**src/rtl/seq_det_pkg.sv**
```systemverilog
// seq_det_pkg
// Shared definitions for the programmable serial pattern detector:
//   - state_e     : detector FSM state encoding (OFF / FILL / ARMED)
//   - len_width() : width of a length field able to hold 0..max_len
//   - clamp_len() : limits a requested pattern length to max_len
package seq_det_pkg;

  typedef enum logic [1:0] {
    ST_OFF   = 2'd0,
    ST_FILL  = 2'd1,
    ST_ARMED = 2'd2
  } state_e;

  function automatic int len_width(input int max_len);
    return $clog2(max_len + 1);
  endfunction

  function automatic int clamp_len(input int len, input int max_len);
    return (len > max_len) ? max_len : len;
  endfunction

endpackage

```
**src/rtl/seq_det_hit_counter.sv**
```systemverilog
// seq_det_hit_counter
// Saturating match counter with a sticky saturation flag. Clear has priority
// over increment, so a hit coinciding with a clear is not counted.
// Ports:
//   clk, rst   : clock, synchronous active-high reset
//   i_inc      : count one hit this cycle
//   i_clr      : clear count and saturation flag
//   o_count    : hits since last clear/reset (stops at all-ones)
//   o_sat      : set once the count reaches all-ones
module seq_det_hit_counter #(
  parameter int CNT_W = 16
) (
  input  logic             clk,
  input  logic             rst,
  input  logic             i_inc,
  input  logic             i_clr,
  output logic [CNT_W-1:0] o_count,
  output logic             o_sat
);

  localparam logic [CNT_W-1:0] MAX_CNT = {CNT_W{1'b1}};

  logic [CNT_W-1:0] r_count;
  logic             r_sat;

  // Count register and sticky saturation flag
  always_ff @(posedge clk) begin
    if (rst || i_clr) begin
      r_count <= '0;
      r_sat   <= 1'b0;
    end else if (i_inc && (r_count != MAX_CNT)) begin
      r_count <= r_count + CNT_W'(1);
      // flag rises together with the increment that lands on all-ones
      r_sat   <= r_sat | (r_count == (MAX_CNT - CNT_W'(1)));
    end else begin
      r_count <= r_count;
      r_sat   <= r_sat;
    end
  end

  assign o_count = r_count;
  assign o_sat   = r_sat;

endmodule

```
**src/rtl/seq_detector_prog.sv**
```systemverilog
// seq_detector_prog
// Runtime-programmable serial bit-pattern detector (1..MAX_LEN bits) with
// selectable overlapping / non-overlapping matching, valid-qualified input,
// a registered one-cycle detect pulse and a saturating hit counter.
// Ports:
//   clk, rst        : clock, synchronous active-high reset
//   i_cfg_load      : latch i_cfg_* and flush the bit history
//   i_cfg_pattern   : pattern, LSB-aligned, bit[len-1] received first
//   i_cfg_len       : pattern length (0 = off, >MAX_LEN clamped)
//   i_cfg_overlap   : 1 = overlapping matches allowed
//   i_cnt_clr       : clear hit counter and saturation flag
//   i_in_valid      : i_in_bit is sampled this cycle
//   i_in_bit        : serial data
//   o_detect        : one-cycle pulse the cycle after a completing bit
//   o_state         : FSM state (seq_det_pkg::state_e encoding)
//   o_hit_count     : matches since last clear/reset
//   o_hit_sat       : sticky, hit count reached all-ones
module seq_detector_prog
  import seq_det_pkg::*;
#(
  parameter int                 MAX_LEN     = 8,
  parameter int                 CNT_W       = 16,
  parameter logic [MAX_LEN-1:0] RST_PATTERN = MAX_LEN'(8'b0000_1101),
  parameter int                 RST_LEN     = 4,
  parameter logic               RST_OVERLAP = 1'b0,
  localparam int                LEN_W       = len_width(MAX_LEN)
) (
  input  logic               clk,
  input  logic               rst,
  input  logic               i_cfg_load,
  input  logic [MAX_LEN-1:0] i_cfg_pattern,
  input  logic [LEN_W-1:0]   i_cfg_len,
  input  logic               i_cfg_overlap,
  input  logic               i_cnt_clr,
  input  logic               i_in_valid,
  input  logic               i_in_bit,
  output logic               o_detect,
  output logic [1:0]         o_state,
  output logic [CNT_W-1:0]   o_hit_count,
  output logic               o_hit_sat
);

  localparam logic [LEN_W-1:0] RST_LEN_C = LEN_W'(clamp_len(RST_LEN, MAX_LEN));

  logic [MAX_LEN-1:0] r_pattern;
  logic [LEN_W-1:0]   r_len;
  logic               r_overlap;
  logic [MAX_LEN-1:0] r_history;
  logic [LEN_W-1:0]   r_fill;
  logic               r_detect;
  state_e             r_state;

  logic [LEN_W-1:0]   w_cfg_len;
  logic [MAX_LEN-1:0] w_hist_n;
  logic [LEN_W-1:0]   w_fill_n;
  logic [MAX_LEN-1:0] w_mask;
  logic               w_match;
  logic               w_accept;
  state_e             w_state_n;

  // Next history/fill for an accepted bit, match check and next state
  always_comb begin
    w_cfg_len = LEN_W'(clamp_len(int'(i_cfg_len), MAX_LEN));
    w_hist_n  = {r_history[MAX_LEN-2:0], i_in_bit};
    w_fill_n  = (r_fill < r_len) ? (r_fill + LEN_W'(1)) : r_len;
    for (int k = 0; k < MAX_LEN; k++) begin
      w_mask[k] = (k < int'(r_len));
    end
    // len==0 would trivially compare equal, so it is excluded explicitly
    w_match  = (r_len != '0) && (w_fill_n == r_len) &&
               ((w_hist_n & w_mask) == (r_pattern & w_mask));
    w_accept = i_in_valid && !i_cfg_load;
    if (r_len == '0) begin
      w_state_n = ST_OFF;
    end else if (w_match && !r_overlap) begin
      w_state_n = ST_FILL;
    end else if (w_fill_n == r_len) begin
      w_state_n = ST_ARMED;
    end else begin
      w_state_n = ST_FILL;
    end
  end

  // Configuration, shift history, fill level, detect pulse and FSM state
  always_ff @(posedge clk) begin
    if (rst) begin
      r_pattern <= RST_PATTERN;
      r_len     <= RST_LEN_C;
      r_overlap <= RST_OVERLAP;
      r_history <= '0;
      r_fill    <= '0;
      r_detect  <= 1'b0;
      r_state   <= (RST_LEN_C == '0) ? ST_OFF : ST_FILL;
    end else if (i_cfg_load) begin
      // a bit arriving with the load strobe is dropped
      r_pattern <= i_cfg_pattern;
      r_len     <= w_cfg_len;
      r_overlap <= i_cfg_overlap;
      r_history <= '0;
      r_fill    <= '0;
      r_detect  <= 1'b0;
      r_state   <= (w_cfg_len == '0) ? ST_OFF : ST_FILL;
    end else if (i_in_valid) begin
      r_history <= w_hist_n;
      r_detect  <= w_match;
      r_fill    <= (w_match && !r_overlap) ? '0 : w_fill_n;
      r_state   <= w_state_n;
    end else begin
      r_detect  <= 1'b0;
    end
  end

  seq_det_hit_counter #(
    .CNT_W (CNT_W)
  ) u_hit_counter (
    .clk     (clk),
    .rst     (rst),
    .i_inc   (w_accept && w_match),
    .i_clr   (i_cnt_clr),
    .o_count (o_hit_count),
    .o_sat   (o_hit_sat)
  );

  assign o_detect = r_detect;
  assign o_state  = r_state;

endmodule

```
**config.mk**
```make
export PLATFORM = sky130hd
export DESIGN_NAME = seq_detector_prog
export DESIGN_NICKNAME = d
export VERILOG_FILES = /design/src/rtl/seq_det_pkg.sv /design/src/rtl/seq_det_hit_counter.sv /design/src/rtl/seq_detector_prog.sv
export SDC_FILE = /design/constraint.sdc
export NUM_CORES = 1
export LEC_CHECK = 0
export ABC_AREA = 1
export BUFFER_PORTS_ARGS = -buffer_cell sky130_fd_sc_hd__buf_4
export CAP_MARGIN = 30
export CORE_ASPECT_RATIO = 1.75
export CORE_MARGIN = 3
export CORE_UTILIZATION = 30
export DETAILED_ROUTE_END_ITERATION = 10
export GPL_ROUTABILITY_DRIVEN = 1
export RECOVER_POWER = 25
export SYNTH_ARGS = -nofsm -noshare
export SYNTH_HDL_FRONTEND = slang
export SYNTH_HIERARCHICAL = 1
export SYNTH_SLANG_ARGS = --single-unit
```
**constraint.sdc**
```tcl
create_clock -name clk -period 4.19 [get_ports clk]
set_input_delay 0.2095 -clock clk [delete_from_list [all_inputs] [get_ports clk]]
set_output_delay 0.2095 -clock clk [all_outputs]
set_load 0.005 [all_outputs]
```
==> results of run 1 <==
==> how the worst max path moves through the flow <==
stage	slack, ns	end	cells after the start
CTS	1.77	u_hit_counter/o_count[0]$_SDFFE_PP0P_	14
floorplan	2.13	u_hit_counter/o_count[12]$_SDFFE_PP0P_	14
global route	1.47	u_hit_counter/o_count[7]$_SDFFE_PP0P_	15
finish	1.78	u_hit_counter/o_count[0]$_SDFFE_PP0P_	14
detailed placement	1.80	u_hit_counter/o_count[0]$_SDFFE_PP0P_	14
global placement	1.83	u_hit_counter/o_count[2]$_SDFFE_PP0P_	15
==> layout make-up <==
type / count / area share
Clock buffer: 6 / 0.0445
Clock inverter: 2 / 0.0121
Inverter: 47 / 0.0610
Multi-Input combinational cell: 265 / 0.440
Sequential cell: 44 / 0.304
Tap cell: 88 / 0.0380
Timing Repair Buffer: 39 / 0.0999
==> metal layers <==
metal / wire length [um] / up-vias
met5: 0 / -
met4: 187 / 0
met3: 236 / 14
met2: 3160 / 53
met1: 2450 / 1080
li1: - / 1235
==> power breakdown <==
part / switching [mW] / total, mW / internal [mW]
registers: 0.0119 / 0.444 / 0.432
clock network: 0.164 / 0.445 / 0.281
logic: 0.0701 / 0.116 / 0.0462
total: 0.247 / 1.01 / 0.759
==> tightest hold or removal path, delay by kind of cell <==
family | cells | cell delay, ns
AND/OR/NAND/NOR | 2 | 0.10
buffers and inverters | 1 | 0.07
==> registers in the layout, indices dropped and copies added, names as in the netlist <==
register	cells
o_detect	1
o_state	2
r_fill	4
r_history	7
r_len	4
r_overlap	1
r_pattern	8
u_hit_counter/o_count	16
u_hit_counter/o_sat	1
==> cells in the mapped netlist, drive strengths merged <==
cell	number
dfxtp	44
nand2	106
nand3	26
buf	5
xor2	1
inv	46
nor3b	1
a31oi	1
o211ai	1
o22ai	3
xnor2	3
nand4	4
clkinv	1
a21oi	28
nor4	1
o31ai	1
o21ai	24
clkbuf	4
a21o	1
nor3	2
ha	6
nand3b	1
nor2	55
==> logic make-up after synthesis <==
group                    Yosys count  synth area share
adder cells (fa/ha/maj)            6            0.0315
AND/OR/NAND/NOR                  196             0.356
XOR/XNOR                           4            0.0147
flip-flops                        44             0.370
buffers and inverters             56            0.0961
AO/OA/AOI/OAI                     59             0.132
==> metrics by stage <==
stage	worst slack [ns]	utilization
2_1_floorplan	2.13	-
3_3_place_gp	1.83	0.355
3_5_place_dp	1.80	0.356
4_1_cts	1.77	0.378
5_1_grt	1.47	0.377
6_report	1.78	0.377
==> flow_summary.json, run 1 <==
{
  "hold_depth": 3,
  "finalSetupTns_ns": 0,
  "htree_levels": 2,
  "clock_sinks": 44,
  "ctsResizeCount": 0,
  "dr.pass1.iters": 5,
  "num_vias": 2382,
  "gr-total-overflow": 0,
  "leakagePower_nw": 1.29,
  "timing.rr.start": "r_len[1]$_SDFFE_PP0P_",
  "drv_cap": 0,
  "fin_crit_sh": 0.574,
  "io_buffers": 38,
  "cp.arrival_ns": 2.59,
  "period_needed_ns": 2.41,
  "max_freq_ghz": 0.416,
  "cts_buffers": 5,
  "hold_viol_final": 0,
  "worst_slew_pin_slew_ns": 0.830,
  "initial_core_util": 0.311,
  "die_w_um": 73.4,
  "syn_avg_cell_area_um2": 6.53,
  "path_cells": "inv_1 > ha_1 > a21o_1 > nand3_2 > nand2_4 > inv_2 > nand2_2 > nand2_1 > nor3_2 > nand2_2 > nand2_4 > inv_1 > nor2_1 > nor2_1",
  "ys_warn_count": 6,
  "synth_nets": 390,
  "grt_max_degree": 24,
  "final_common_cell": "nand2_1",
  "setup_viol": 0,
  "min_path_type": "input pin to register",
  "whs_ns": 0.134,
  "cts_setup_buffers": 0,
  "die_h_um": 124,
  "multi_input_area_um2": 1270,
  "n_antenna_cell": 0,
  "seq_area_frac_synth": 0.370,
  "worstSetupPathType": "register to register",
  "synth_area_leaders": "dfxtp_1, nand2_1, nor2_1",
  "ys_ff_latch": 44,
  "grtUsageTotal": 0.142,
  "dp.cells": 483,
  "synth_area_um2": 2380,
  "root_buffer": "clkbuf_16",
  "r2r_slack_ns": 1.78,
  "irDropWorstVdd_mv": 0.248,
  "syn_inst": 365,
  "grt_use_met3": 0.0307,
  "endpoint_kind": "register",
  "post-synth-top-area-cell": "dfxtp_1",
  "stdcell_area_um2": 2890,
  "mostFrequentLayoutCells": "nand2_1, nor2_1, dfxtp_1",
  "busiest_layer": "met2",
  "cp_max_fo": 23,
  "antenna_found_initial": 0,
  "synth_top_area_frac": 0.370,
  "total_power_mw": 1.01,
  "path_delay_family": "simple AND/OR/NAND/NOR gates",
  "power_density_nw_per_um2": 347,
  "rows": 42,
  "relSlewSlack": 0.447,
  "drtIter0Drc": 94,
  "hold_end": "r_pattern[3]$_SDFFE_PP1P_",
  "path_clk_slew_ns": 0.06,
  "r2r_end": "u_hit_counter/o_count[0]$_SDFFE_PP0P_",
  "die-area_um2": 9090,
  "use_met1": 0.160,
  "synth_cell_types": 33,
  "rsz0062_at_grt": "no",
  "num_io_pins": 39,
  "drive_gt1_frac": 0.161,
  "ant_nets": 0,
  "fillers": 830,
  "seqCellArea_um2": 881,
  "core-area_um2": 7670,
  "viasPerCell": 4.85,
  "grt_pass1_wl_um": 9980,
  "crit_start": "r_len[1]$_SDFFE_PP0P_",
  "insertion_delay_ns": 0.28,
  "place_area_um2": 2730,
  "routed_wl_um": 6030,
  "nets": 427,
  "cpMaxStageDelayCell": "dfxtp_1",
  "area_growth_pct": 21.4,
  "layout.cells.non_filler": 491,
  "status": "finished clean",
  "hp-start": "i_cfg_pattern[3]",
  "cp_num_buf_inv": 3,
  "slowest_delay_ns": 0.45,
  "cts_tree": "yes",
  "cts-hold-fix-buffers": 0,
  "cp-start-kind": "register",
  "place_congestion": 0.896,
  "drv_slew": 0,
  "clock_path_buffers": 2,
  "grt_pass1_vias": 2117,
  "fin_skew_ns": 0.00360,
  "post-dp-hpwl_um": 4640,
  "r2r_cells": 14,
  "wl_per_cell_um": 12.3,
  "grtUsageMet2": 0.250,
  "cp.required_ns": 4.37,
  "drc_errors": 0
}
Note: power is estimated with default switching activity, not from simulation.
==> inputs of run 2 (changes only) <==
Clock period 4.19 ns to 2.3 ns, I/O delays scaled along.
==> run 2 against run 1 <==
Effect of this change: final area increased by 0.73%; hold slack got worse by 0.097 ns; critical path depth up 1; count of clock-buffer cells in the layout shrank 1; clock skew is 0.0012 ns higher; fmax increased by 13%; power up 71%; non-clock buffer count is 3 higher; sequential power increased by 82%; first-iteration DRC count down 21%; die area unchanged.
==> flow_summary.json, run 2 (synthesis gave the netlist of run 1 again) <==
{
  "place_area_um2": 2760,
  "seqCellArea_um2": 885,
  "leakagePower_nw": 1.30,
  "antenna_found_initial": 0,
  "stdcell_area_um2": 2920,
  "cp_max_fo": 23,
  "hold_end": "r_pattern[2]$_SDFFE_PP1P_",
  "post-dp-hpwl_um": 4730,
  "fin_crit_sh": 0.925,
  "nets": 430,
  "hp-start": "i_cfg_pattern[2]",
  "status": "finished clean",
  "endpoint_kind": "register",
  "initial_core_util": 0.311,
  "utilization": 0.380,
  "largest_reg_flops": 16,
  "area_growth_pct": 22.3,
  "pwr-share-clk": 0.401,
  "grt_max_degree": 24,
  "htree_levels": 2,
  "drv_slew": 0,
  "intPower_mw": 1.27,
  "fin_skew_ns": 0.00480,
  "cts_tree": "yes",
  "ant_nets": 0,
  "power_density_nw_per_um2": 589,
  "cts_buffers": 5,
  "irDropWorstVdd_mv": 0.452,
  "cp.arrival_ns": 2.35,
  "finalSetupTns_ns": 0,
  "clock_path_buffers": 2,
  "grt_pass1_vias": 2106,
  "r2r_end": "u_hit_counter/o_count[2]$_SDFFE_PP0P_",
  "wl_per_cell_um": 12.6,
  "n_antenna_cell": 0,
  "place_congestion": 0.919,
  "drv_cap": 0,
  "hold_viol_final": 0,
  "clock_sinks": 44,
  "dr.pass1.iters": 4,
  "cp.required_ns": 2.53,
  "timing.rr.start": "r_len[1]$_SDFFE_PP0P_",
  "rsz0062_at_grt": "yes",
  "grtUsageTotal": 0.142,
  "r2r_cells": 15,
  "switching_power_mw": 0.447,
  "io_buffers": 38,
  "drtIter0Drc": 74,
  "grt_pass1_wl_um": 9920,
  "final_common_cell": "nand2_1",
  "core-area_um2": 7670,
  "max_freq_ghz": 0.470,
  "drc_errors": 0,
  "rows": 42,
  "r2r_slack_ns": 0.17,
  "worstSetupPathType": "register to register",
  "fillers": 849,
  "die_w_um": 73.4,
  "whs_ns": 0.0372,
  "hold_depth": 3,
  "cp-start-kind": "register",
  "root_buffer": "clkbuf_16",
  "mostFrequentLayoutCells": "nand2_1, nor2_1, inv_1, dfxtp_1, buf_4",
  "setup_viol": 0,
  "insertion_delay_ns": 0.29,
  "cts_setup_buffers": 0,
  "p_sw_frac": 0.260,
  "total_power_mw": 1.72,
  "multi_input_area_um2": 1290,
  "die-area_um2": 9090,
  "relSlewSlack": 0.584,
  "die_h_um": 124,
  "viasPerCell": 4.81,
  "num_io_pins": 39,
  "period_needed_ns": 2.13,
  "combPwrFrac": 0.129,
  "worst_slew_pin_slew_ns": 0.622,
  "pwr-share-seq": 0.470,
  "min_path_type": "input pin to register",
  "routed_wl_um": 6200,
  "drive_gt1_frac": 0.180,
  "num_vias": 2370,
  "path_clk_slew_ns": 0.06,
  "gr-total-overflow": 0
}
-- run 2: changes by cell type in the layout (fill, tap and decap cells not counted), sizes merged --
cell,change
bufinv,-1
clkbuf,-3
buf,+5
clkinvlp,+1
-- run 2: per-layer routing --
| layer | track usage | wire [um] |
|---|---|---|
| met5 | 0 | 0 |
| met3 | 0.0258 | 237 |
| met2 | 0.258 | 3370 |
| met1 | 0.153 | 2410 |
| met4 | 0.0703 | 181 |
-- run 2: how the worst max path moves through the flow --
| stage | from | end | slack [ns] |
|---|---|---|---|
| after CTS | r_len[2]$_SDFFE_PP1P_ | u_hit_counter/o_count[2]$_SDFFE_PP0P_ | 0.01 |
| after detailed placement | r_len[2]$_SDFFE_PP1P_ | u_hit_counter/o_count[2]$_SDFFE_PP0P_ | 0.03 |
| final | r_len[1]$_SDFFE_PP0P_ | u_hit_counter/o_count[2]$_SDFFE_PP0P_ | 0.17 |
| after global placement | r_len[2]$_SDFFE_PP1P_ | u_hit_counter/o_count[2]$_SDFFE_PP0P_ | 0.08 |
| after floorplan | r_len[1]$_SDFFE_PP0P_ | u_hit_counter/o_count[12]$_SDFFE_PP0P_ | 0.24 |
| after global routing | r_len[1]$_SDFFE_PP0P_ | u_hit_counter/o_count[7]$_SDFFE_PP0P_ | -0.03 |
-- run 2: stage by stage --
stage                     instances  worst slack [ns]
after floorplan                 365             0.239
after global placement          486            0.0847
after detailed placement        486            0.0283
after CTS                       493            0.0114
after global routing            493           -0.0297
final                           493             0.172
-- run 2: layout make-up --
| class | count | area share |
|---|---|---|
| clock buffer | 5 | 0.0429 |
| clock inverter | 2 | 0.00429 |
| inverter | 47 | 0.0605 |
| multi-input combinational | 265 | 0.443 |
| sequential | 44 | 0.303 |
| tap | 88 | 0.0378 |
| timing repair buffer | 42 | 0.108 |
-- run 2: critical path, stage by stage (launching register included) --
cell and delay (ns):
dfxtp_1 0.32, inv_1 0.09, ha_1 0.29, a21o_1 0.13, nand3_2 0.08, nand2_4 0.10, inv_2 0.05, nand2_2 0.09
nand2_1 0.11, nor3_4 0.22, nand2_2 0.13, nand2_8 0.17, nand2_1 0.09, nand2_1 0.06, nand2_1 0.05, nor2_1 0.09
-- run 2: power by group through the flow --
stage                     combinational [mW]  clock [mW]  sequential (mW)
after global placement                 0.220           0            0.823
after detailed placement               0.221           0            0.824
after CTS                              0.223       0.717            0.807
final                                  0.221       0.688            0.808
after floorplan                        0.150           0            0.819
after global routing                   0.253       0.744            0.811
-- run 2: repair_timing --
item,in CTS,in global routing
setup endpoints to repair,0,17
hold buffers,0,0
gates resized for setup,0,6
